**src/rtl/ram_bus_adapter.sv**
```systemverilog
// ram_bus_adapter
//   Converts a byte-addressed, byte-enabled req/ack host bus into the
//   word-addressed, whole-word port of a block RAM with one-cycle registered
//   reads (read-before-write) and no byte enables. Partial writes are done as
//   a read-modify-write: the word is read in the accept cycle and merged and
//   written back in the following cycle.
//
// Ports
//   clk, rst       clock (rising edge), asynchronous active-high reset
//   host_req_i     request valid          host_we_i    1 = write, 0 = read
//   host_adr_i     byte address           host_be_i    write byte enables
//   host_wdata_i   write data             host_ack_o   request accepted
//   host_resp_o    read-data-valid pulse  host_rdata_o registered read data
//   ram_adr_o      RAM word address       ram_we_o     RAM write enable
//   ram_dat_o      RAM write data         ram_dat_i    RAM read data
//
// state | meaning
// IDLE  | accepting requests; RAM port driven straight from the host bus
// RD    | read data arriving from RAM; captured into host_rdata_o
// RMW   | old word arriving from RAM; merged with latched bytes and written

module ram_bus_adapter #(
  parameter int dat_width = 32,
  parameter int adr_width = 32
) (
  input  logic                   clk,
  input  logic                   rst,
  input  logic                   host_req_i,
  input  logic                   host_we_i,
  input  logic [adr_width-1:0]   host_adr_i,
  input  logic [dat_width/8-1:0] host_be_i,
  input  logic [dat_width-1:0]   host_wdata_i,
  output logic                   host_ack_o,
  output logic                   host_resp_o,
  output logic [dat_width-1:0]   host_rdata_o,
  output logic [adr_width-1:0]   ram_adr_o,
  output logic                   ram_we_o,
  output logic [dat_width-1:0]   ram_dat_o,
  input  logic [dat_width-1:0]   ram_dat_i
);

  localparam int nbytes   = dat_width / 8;
  localparam int off_bits = $clog2(nbytes);

  typedef enum logic [1:0] {IDLE, RD, RMW} state_t;

  state_t                 state;
  logic [adr_width-1:0]   adr_q;
  logic [nbytes-1:0]      be_q;
  logic [dat_width-1:0]   wdata_q;

  logic [adr_width-1:0]   host_word_adr;
  logic                   be_full;
  logic                   be_none;

  assign host_word_adr = host_adr_i >> off_bits;
  assign be_full       = &host_be_i;
  assign be_none       = ~|host_be_i;
  assign host_ack_o    = host_req_i & (state == IDLE);

  always_ff @(posedge clk or posedge rst) begin
    if (rst) begin
      state        <= IDLE;
      adr_q        <= '0;
      be_q         <= '0;
      wdata_q      <= '0;
      host_resp_o  <= 1'b0;
      host_rdata_o <= '0;
    end else begin
      host_resp_o <= 1'b0;
      case (state)
        IDLE: begin
          if (host_req_i) begin
            if (!host_we_i) begin
              adr_q <= host_word_adr;
              state <= RD;
            end else if (!be_full && !be_none) begin
              adr_q   <= host_word_adr;
              be_q    <= host_be_i;
              wdata_q <= host_wdata_i;
              state   <= RMW;
            end
            // Full writes complete in the accept cycle; be == 0 is a no-op.
          end
        end
        RD: begin
          host_rdata_o <= ram_dat_i;
          host_resp_o  <= 1'b1;
          state        <= IDLE;
        end
        RMW: begin
          state <= IDLE;
        end
        default: state <= IDLE;
      endcase
    end
  end

  // In IDLE the RAM sees the host request directly, so a read or the first
  // half of a read-modify-write is issued in the accept cycle itself.
  always_comb begin
    ram_adr_o = host_word_adr;
    ram_dat_o = host_wdata_i;
    ram_we_o  = 1'b0;
    case (state)
      IDLE: begin
        ram_we_o = host_req_i & host_we_i & be_full;
      end
      RD: begin
        ram_adr_o = adr_q;
      end
      RMW: begin
        ram_adr_o = adr_q;
        ram_we_o  = 1'b1;
        for (int k = 0; k < nbytes; k++) begin
          ram_dat_o[8*k +: 8] = be_q[k] ? wdata_q[8*k +: 8] : ram_dat_i[8*k +: 8];
        end
      end
      default: begin
        ram_adr_o = host_word_adr;
      end
    endcase
  end

endmodule

```
**config.mk**
```make
export PLATFORM = sky130hd
export DESIGN_NAME = ram_bus_adapter
export DESIGN_NICKNAME = d
export VERILOG_FILES = /design/src/rtl/ram_bus_adapter.sv
export SDC_FILE = /design/constraint.sdc
export NUM_CORES = 1
export LEC_CHECK = 0
export CAP_MARGIN = 40
export CORE_MARGIN = 2
export CORE_UTILIZATION = 35
export CTS_BUF_LIST = sky130_fd_sc_hd__clkbuf_16
export CTS_CLUSTER_SIZE = 16
export DETAILED_ROUTE_END_ITERATION = 10
export PLACE_DENSITY = 0.65
export SYNTH_ARGS = -nofsm -noshare
export SYNTH_HDL_FRONTEND = slang
export SYNTH_SLANG_ARGS = --single-unit
```
**constraint.sdc**
```tcl
create_clock -name clk -period 4 [get_ports clk]
set_clock_uncertainty 0.15 [all_clocks]
set_input_delay 0.4 -clock clk [delete_from_list [all_inputs] [get_ports clk]]
set_output_delay 0.4 -clock clk [all_outputs]
set_load 0.05 [all_outputs]
```
# After elaboration in Yosys (flattened, before gate mapping)
# Index checks and enable logic that the tools add are counted.
# Widths: inputs -> output; s select.
[word_totals] regBits=103 in_bits=104 wordCells=37
[classes] eq_ne=5 muxes=14 bitwise=3 reduce_logical=9
[op_table] op="$mux 32" n=4
[op_table] op="$mux 8" n=4
[op_table] op="$mux 2" n=4
[op_table] op="$reduce_and 4->1" n=2
[op_table] op="$reduce_or 4->1" n=1
[op_table] op="$and 1x1->1" n=3
[op_table] op="$ne 3x2->1 const B" n=1
[op_table] op="$reduce_and 3->1" n=1
[op_table] op="$eq 2x1->1 const B" n=1
[op_table] op="$eq 2x2->1 const B" n=1
[op_table] op="$logic_not 2->1" n=1
[op_table] op="$ne 2x1->1 const B" n=1
[op_table] op="$ne 2x2->1 const B" n=1
[op_table] op="$pmux 1 s2" n=1
[op_table] op="$reduce_and 2->1" n=1
[op_table] op="$reduce_or 2->1" n=1
[op_table] op="$logic_and 1x1->1" n=1
[op_table] op="$logic_not 1->1" n=1
[op_table] op="$mux 1" n=1

# Longest topological paths before layout
# Gate-level depths: netlist of run 1.
[depth] depth_word=7 mapped_depth=8

# Worst setup path before layout of run 1
# No wires, ideal clock.
[synth_path] path_kind="reg-to-output" startpoint="register state[0]" endpoint="output ram_dat_o[13]" arrival_time_ns=1.985 slack_ns=1.465 path_stages_with_launch=7 n_path_buf=2 path_cell_list="dfrtp_1 inv_1 ha_1 clkbuf_1 clkbuf_1 nor2_1 a21oi_1"
[synth_via] elab_chain_len=2
[synth_lines] element="start: declaration" line_no="47" rtl="state_t state;"
[synth_lines] element="start signal: assignment" line_no="63" rtl="state <= IDLE;"
[synth_lines] element="start signal: assignment" line_no="76" rtl="state <= RD;"
[synth_lines] element="start signal: assignment" line_no="81" rtl="state <= RMW;"
[synth_lines] element="$eq 2x2->1" line_no="105" rtl="case (state)"
[synth_lines] element="$mux 32" line_no="105"
[synth_lines] element="end: declaration" line_no="38" rtl="output logic [dat_width-1:0] ram_dat_o,"
# Every way passes these cells.

# Worst setup path after layout of run 1
[layout_path] startpoint="register state[0]" endpoint="output ram_dat_o[1]"
# Same word-level chain as after synthesis.

==> run metrics, run 1 <==
average wire per standard cell=19.1 um; leading area contributor after synthesis=dfrtp_1; Slew Limit Fails=0; met1 usage=approximately a quarter; Final ANT Viol Nets=0; # clock sinks=between 100 and 150; clk_lat worst skew=between 0.3 and 0.4 ns; Yosys reg bits=around 100; Finished Layout Cells=a little over 900; synth top area cells=dfrtp_1 44%, mux2_2 13%, mux2_4 7.8%; Worst Setup Path Type=reg2out; grt peak-use layer=met2; Final period util=85.9%; Seq/Total Area, Yosys=43.9%; most frequent cell after synthesis=dfrtp_1; Resized Gates After CTS=0; Hold Fails Final Rpt=0; via count=around 5,000; largest family of logic cells by synthesized area=multiplexers; drt drc=0; clock-pin transition on the worst setup and hold timing paths=0.07 ns; hold buffer count at cts=0; Starting Density=36.0%; post-detail-place hpwl=between 10,000 and 15,000 um; top_reg_cell synth=dfrtp_1; total CTS buffers=9; Final nets=~800; vias per cell=roughly 5.5; post-synthesis xor/xnor area fraction=0%; most common library cells after synthesis=101 x dfrtp_1, 68 x mux2_2, 62 x a21oi_1; IO Count=between 200 and 250; status=finished, final reports clean; GRT overflow=0; dpl ws=between 0.9 and 1 ns; Fin Setup TNS=0 ns; minimum clock period=about 3.4 ns; Post-Place Cell Area=between 7000 and 8000 um2; share of synthesized registers carrying an async set or reset=100%; met3 Track Usage GR=just over 4%; Compound-Gate Fraction of Synth Area=under 10%; Critical Path AT=about 2.9 ns; postcts setup bufs=0; DRT Pass-1 Iters=5; GRT Util Overall=between 10% and 20%; post-synthesis cell area=5750 um2; R2R Path Start=state[0]$_DFFE_PP0P_; port bufs=roughly 200; Worst slew margin=approximately half; Final Setup Violations=0; CTS Root Cell=clkbuf_16; Area Growth Syn to Fin=42.8%; initial antenna violation count=0; P_int=approximately 3.5 mW; Tightest Hold Check Type=in2async; Placer Congestion=about 0.82; row count=46; Hold Slack=approximately 0.17 ns; Net Sw Frac=46.8%; Distinct cells, synth=27; RSZ-0062 raised after global routing=false; Post-Synthesis Cells=523; Final Worst Setup Slack=roughly 0.56 ns; Clk network pwr share=12.6%; DP Cell Count=897; maximum vdd drop=0.435 mV; Die Wd=132 um; Post-Route Utilization=51.4%; top cell type's share of synthesized area=43.9%; layout cell share with drive strength beyond 1=approximately a fifth; total power=approximately 6.6 mW; Crit. Startpoint=state[0]$_DFFE_PP0P_; n_diodes=0; DR iter-0 viols=roughly 330; CP Launch Type=flip-flop; filler instances=roughly 1,400; worst-path fanout max=37; Worst EP required=approximately 3.5 ns; Max Cap Viol=0; first-pass GRT wire length=~28,000 um; Static Leak=about 3.4 nW; post-route cell area=between 8000 and 9000 um2; yosys warns=0; vias in the first global route=between 5,000 and 6,000; post-synthesis mux area share=approximately a quarter; area of the multi-input gates=between 2000 and 3000 um2; Logic pwr share=roughly three fifths; post-synthesis simple-gate area fraction=roughly 14%; CTS tree=yes; post-synthesis adder-cell area fraction=less than 1%; max frequency=291 MHz; Reg power frac=28.5%; Sequential Area=approximately 2500 um2; critical path endpoint category=primary output; Slew @ Worst Pin=between 0.7 and 0.8 ns; largest net degree at the start of global routing=64; Clock Tree Buf Depth=2; Die Ht=roughly 130 um; Post-Route WL=approximately 17,000 um; switching power=around 3.1 mW; core box area=between 15,000 and 20,000 um2; syn_area_per_cell=about 11 um2; cell area power density=around 800 nW/um2; Post-synth EDFFs=0; met2 Use GR=between 30% and 40%; Die ar.=roughly 17,000 um2; H-tree depth=3
## placed cells by master (no fill, tap or decap), types with 2 or more instances in the layout
cell,synthesis,routed
a21oi_1,62,62
and4b_1,30,30
buf_12,0,3
buf_4,2,14
clkbuf_16,0,9
clkdlybuf4s50_1,0,195
clkinv_4,0,3
conb_1,1,2
dfrtp_1,101,101
ha_2,0,2
inv_1,5,4
mux2_2,68,68
mux2_4,30,30
mux2i_1,32,32
nand2_1,2,2
nand3_1,30,30
nand4_1,31,31
nor2_1,32,32
o211ai_1,30,30
## sequential cells by signal, indices dropped and copies added (netlist names)
signal	cells
wdata_q	32
be_q	4
adr_q	30
state	2
host_resp_o	1
host_rdata_o	32
## worst max-delay path, stage by stage, from the launching register on
cell	delay, ns
dfrtp_1	0.40
inv_1	0.10
ha_2	0.69
buf_4	0.32
nor2_1	0.06
a21oi_1	0.13
clkdlybuf4s50_1	0.82
## path summary, 6_finish.rpt
check / end / slack [ns] / cells after the start
worst max-delay path: ram_dat_o[1] / 0.56 / 6
worst min-delay path: host_rdata_o[26]$_DFFE_PP0P_ / 0.17 / 2
worst max register to register: wdata_q[31]$_DFFE_PP0P_ / 1.41 / 7
worst min register to register: host_rdata_o[4]$_DFFE_PP0P_ / 0.36 / 1
max in group asynchronous: adr_q[23]$_DFFE_PP0P_ / 2.69 / 4
min in group clk: host_rdata_o[4]$_DFFE_PP0P_ / 0.36 / 1
## layer usage
metal	routed length [um]	vias up	share of wire (%)
met4	223	0	1.3
met2	8280	234	47
li1	-	2295	-
met3	1250	18	7.1
met5	0	-	0
met1	7710	2444	44
## power by group through the flow
| stage | combinational, mW | clock, mW | sequential [mW] |
|---|---|---|---|
| after floorplan | 2.18 | 0 | 2.33 |
| after global placement | 3.83 | 0 | 1.86 |
| after detailed placement | 3.88 | 0 | 1.90 |
| after CTS | 3.90 | 0.854 | 1.88 |
| after global routing | 4.06 | 0.891 | 1.95 |
| final | 3.87 | 0.833 | 1.88 |
## cell type report
type | count | area share (%)
clock buffers | 9 | 2.74
clock inverters | 7 | 0.624
inverters | 5 | 0.259
multi-input cells | 361 | 36.2
flip-flops and latches | 101 | 30.8
well taps | 216 | 3.29
repair buffers | 214 | 26.2
## cells by family after synthesis
group	count (synthesis)
compound gates	95
other cells	1
flops	101
mux	130
buf+inv	62
fa+ha+maj	3
simple gates	131
Power figures use the tool's default switching activity.
==> run 2, diff against run 1 <==
--- a/config.mk
+++ b/config.mk
@@ -9,3 +9,3 @@
 export CORE_MARGIN = 2
-export CORE_UTILIZATION = 35
+export CORE_UTILIZATION = 46
 export CTS_BUF_LIST = sky130_fd_sc_hd__clkbuf_16
@@ -13,3 +13,3 @@
 export DETAILED_ROUTE_END_ITERATION = 10
-export PLACE_DENSITY = 0.65
+export PLACE_DENSITY = 0.82
 export SYNTH_ARGS = -nofsm -noshare
==> constraint.sdc (replaced) <==
create_clock -name clk -period 4 [get_ports clk]
set_clock_uncertainty 0.15 [all_clocks]
set_input_delay 0.6 -clock clk [delete_from_list [all_inputs] [get_ports clk]]
set_output_delay 0.6 -clock clk [all_outputs]
set_load 0.05 [all_outputs]
==> run 2 against run 1 <==
Effect of this change: worst hold slack better by 0.19 ns; total power up 0.31%; sequential share of layout area rose by 0.26 points; count of clock-buffer cells in the layout stayed put; highest routed layer unchanged.
==> run metrics, run 2 (synthesized netlist as in run 1, its figures left out) <==
dpl ws=about 0.77 ns; Die Ht=~120 um; most frequent cells in the layout=195 x clkdlybuf4s50_1, 101 x dfrtp_1, 68 x mux2_2, 62 x a21oi_1; clock-pin transition on the worst setup and hold timing paths=roughly 0.070 ns; first-pass GRT wire length=26,100 um; CP Launch Type=flip-flop; Clock Tree Buf Depth=2; M1 WL=approximately 7000 um; post-detail-place hpwl=11,200 um; largest net degree at the start of global routing=64; n_diodes=0; Post-Route WL=between 15,000 and 20,000 um; GRT overflow=0; Finished Layout Cells=between 800 and 900; Hold Slack=0.356 ns; Net Sw Frac=between 40 and 50%; Logic pwr share=58.3%; maximum vdd drop=slightly above 0.5 mV; vias per cell=5.84; P_int=between 3 and 4 mW; Worst Setup Path Type=reg2out; Worst slew margin=52.4%; vias in the first global route=5,158; Max Cap Viol=0; total power=6.61 mW; cell area power density=around 810 nW/um2; Die Wd=between 100 and 150 um; Hold Fails Final Rpt=0; DRT Pass-1 Iters=5; Slew @ Worst Pin=roughly 0.71 ns; RSZ-0062 raised after global routing=false; row count=40; status=finished, final reports clean; Final ANT Viol Nets=0; postcts setup bufs=0; Static Leak=approximately 3.4 nW; hold buffer count at cts=0; Starting Density=a little under half; CTS Root Cell=clkbuf_16; IO Count=between 200 and 250; Final Setup Violations=0; Worst EP required=around 3.3 ns; switching power=between 3 and 4 mW; total CTS buffers=9; met3 WL=~1300 um; Final Worst Setup Slack=0.382 ns; Die ar.=13,400 um2; average wire per standard cell=19.5 um; initial antenna violation count=0; Tightest Hold Check Type=reg2reg; layout cell share with drive strength beyond 1=19.7%; GRT Util Overall=about a quarter; DR iter-0 viols=about 320; H-tree depth=3; clk_lat worst skew=about 0.34 ns; Reg power frac=between 20% and 30%; biggest regs=host_rdata_o x32, wdata_q x32, adr_q x30; # clock sinks=just over 100; CTS tree=yes; Final period util=between 90 and 100%; DP Cell Count=between 800 and 900; Clk network pwr share=a little over an eighth; Final nets=approximately 800; Area Growth Syn to Fin=41.6%; port bufs=about 200; Placer Congestion=between 0.8 and 0.9; max frequency=276 MHz; Fin Setup TNS=0 ns; worst-path fanout max=34; core box area=approximately 12,000 um2; Resized Gates After CTS=0; Met2 Wirelength=8220 um; Slew Limit Fails=0; drt drc=0; Max Used Layer=met4; via count=roughly 5,000; critical path endpoint category=primary output; Critical Path AT=between 2 and 3 ns; filler instances=around 930; minimum clock period=about 3.6 ns; commonest non-fill, non-tap cell in the layout=clkdlybuf4s50_1
[run 2: cell types whose count changed in the layout (fill, tap and decap cells not counted), sizes merged]
cell      change
clkinv        -2
buf           -1
bufinv        +1
inv           -1
clkinvlp      +2
[run 2: power by group through the flow]
stage          Sequential, mW  Clock [mW]  Combinational [mW]
4_1_cts                  1.88       0.883                3.86
3_3_place_gp             1.85           0                3.79
5_1_grt                  1.95       0.925                4.03
6_report                 1.89       0.871                3.85
3_5_place_dp             1.90           0                3.85
2_1_floorplan            2.33           0                2.18
[run 2: final cells by class]
| cell class | count | area, um2 | area share, % |
|---|---|---|---|
| inverters | 5 | 21.3 | 0.261 |
| well taps | 168 | 210 | 2.58 |
| clock inverters | 7 | 66.3 | 0.814 |
| flip-flops and latches | 101 | 2530 | 31.0 |
| multi-input cells | 361 | 2970 | 36.4 |
| repair buffers | 213 | 2130 | 26.1 |
| clock buffers | 9 | 225 | 2.76 |
[run 2: through the flow]
step | cell area [um2] | utilization (%)
floorplan | 5760 | -
global placement | 7830 | 64.6
detailed placement | 7860 | 64.9
CTS | 8150 | 67.3
global route | 8150 | 67.3
finish | 8150 | 67.3
[run 2: critical path, cell delays in order, from the launching register on]
cell and delay, ns:
dfrtp_1 0.39, inv_1 0.09, ha_2 0.63, buf_4 0.34
nor2_1 0.07, a21oi_1 0.14, clkdlybuf4s50_1 0.85
[run 2: worst paths after layout]
check | start | to | slack [ns] | cells past startpoint
worst max-delay path | state[0]$_DFFE_PP0P_ | ram_dat_o[20] | 0.38 | 6
worst min-delay path | host_rdata_o[3]$_DFFE_PP0P_ | host_rdata_o[3]$_DFFE_PP0P_ | 0.36 | 1
worst max register to register | state[0]$_DFFE_PP0P_ | be_q[1]$_DFFE_PP0P_ | 1.44 | 7
worst min register to register | host_rdata_o[3]$_DFFE_PP0P_ | host_rdata_o[3]$_DFFE_PP0P_ | 0.36 | 1
max in group asynchronous | rst | host_resp_o$_DFF_PP0_ | 2.26 | 4
min in group asynchronous | rst | host_rdata_o[28]$_DFFE_PP0P_ | 0.52 | 2
[run 2: metal layers]
layer / vias up / global-route usage (%)
met5: - / 0
met4: 0 / 8.25
met3: 21 / 5.86
met2: 231 / 41.8
met1: 2489 / 31.1
li1: 2301 / -
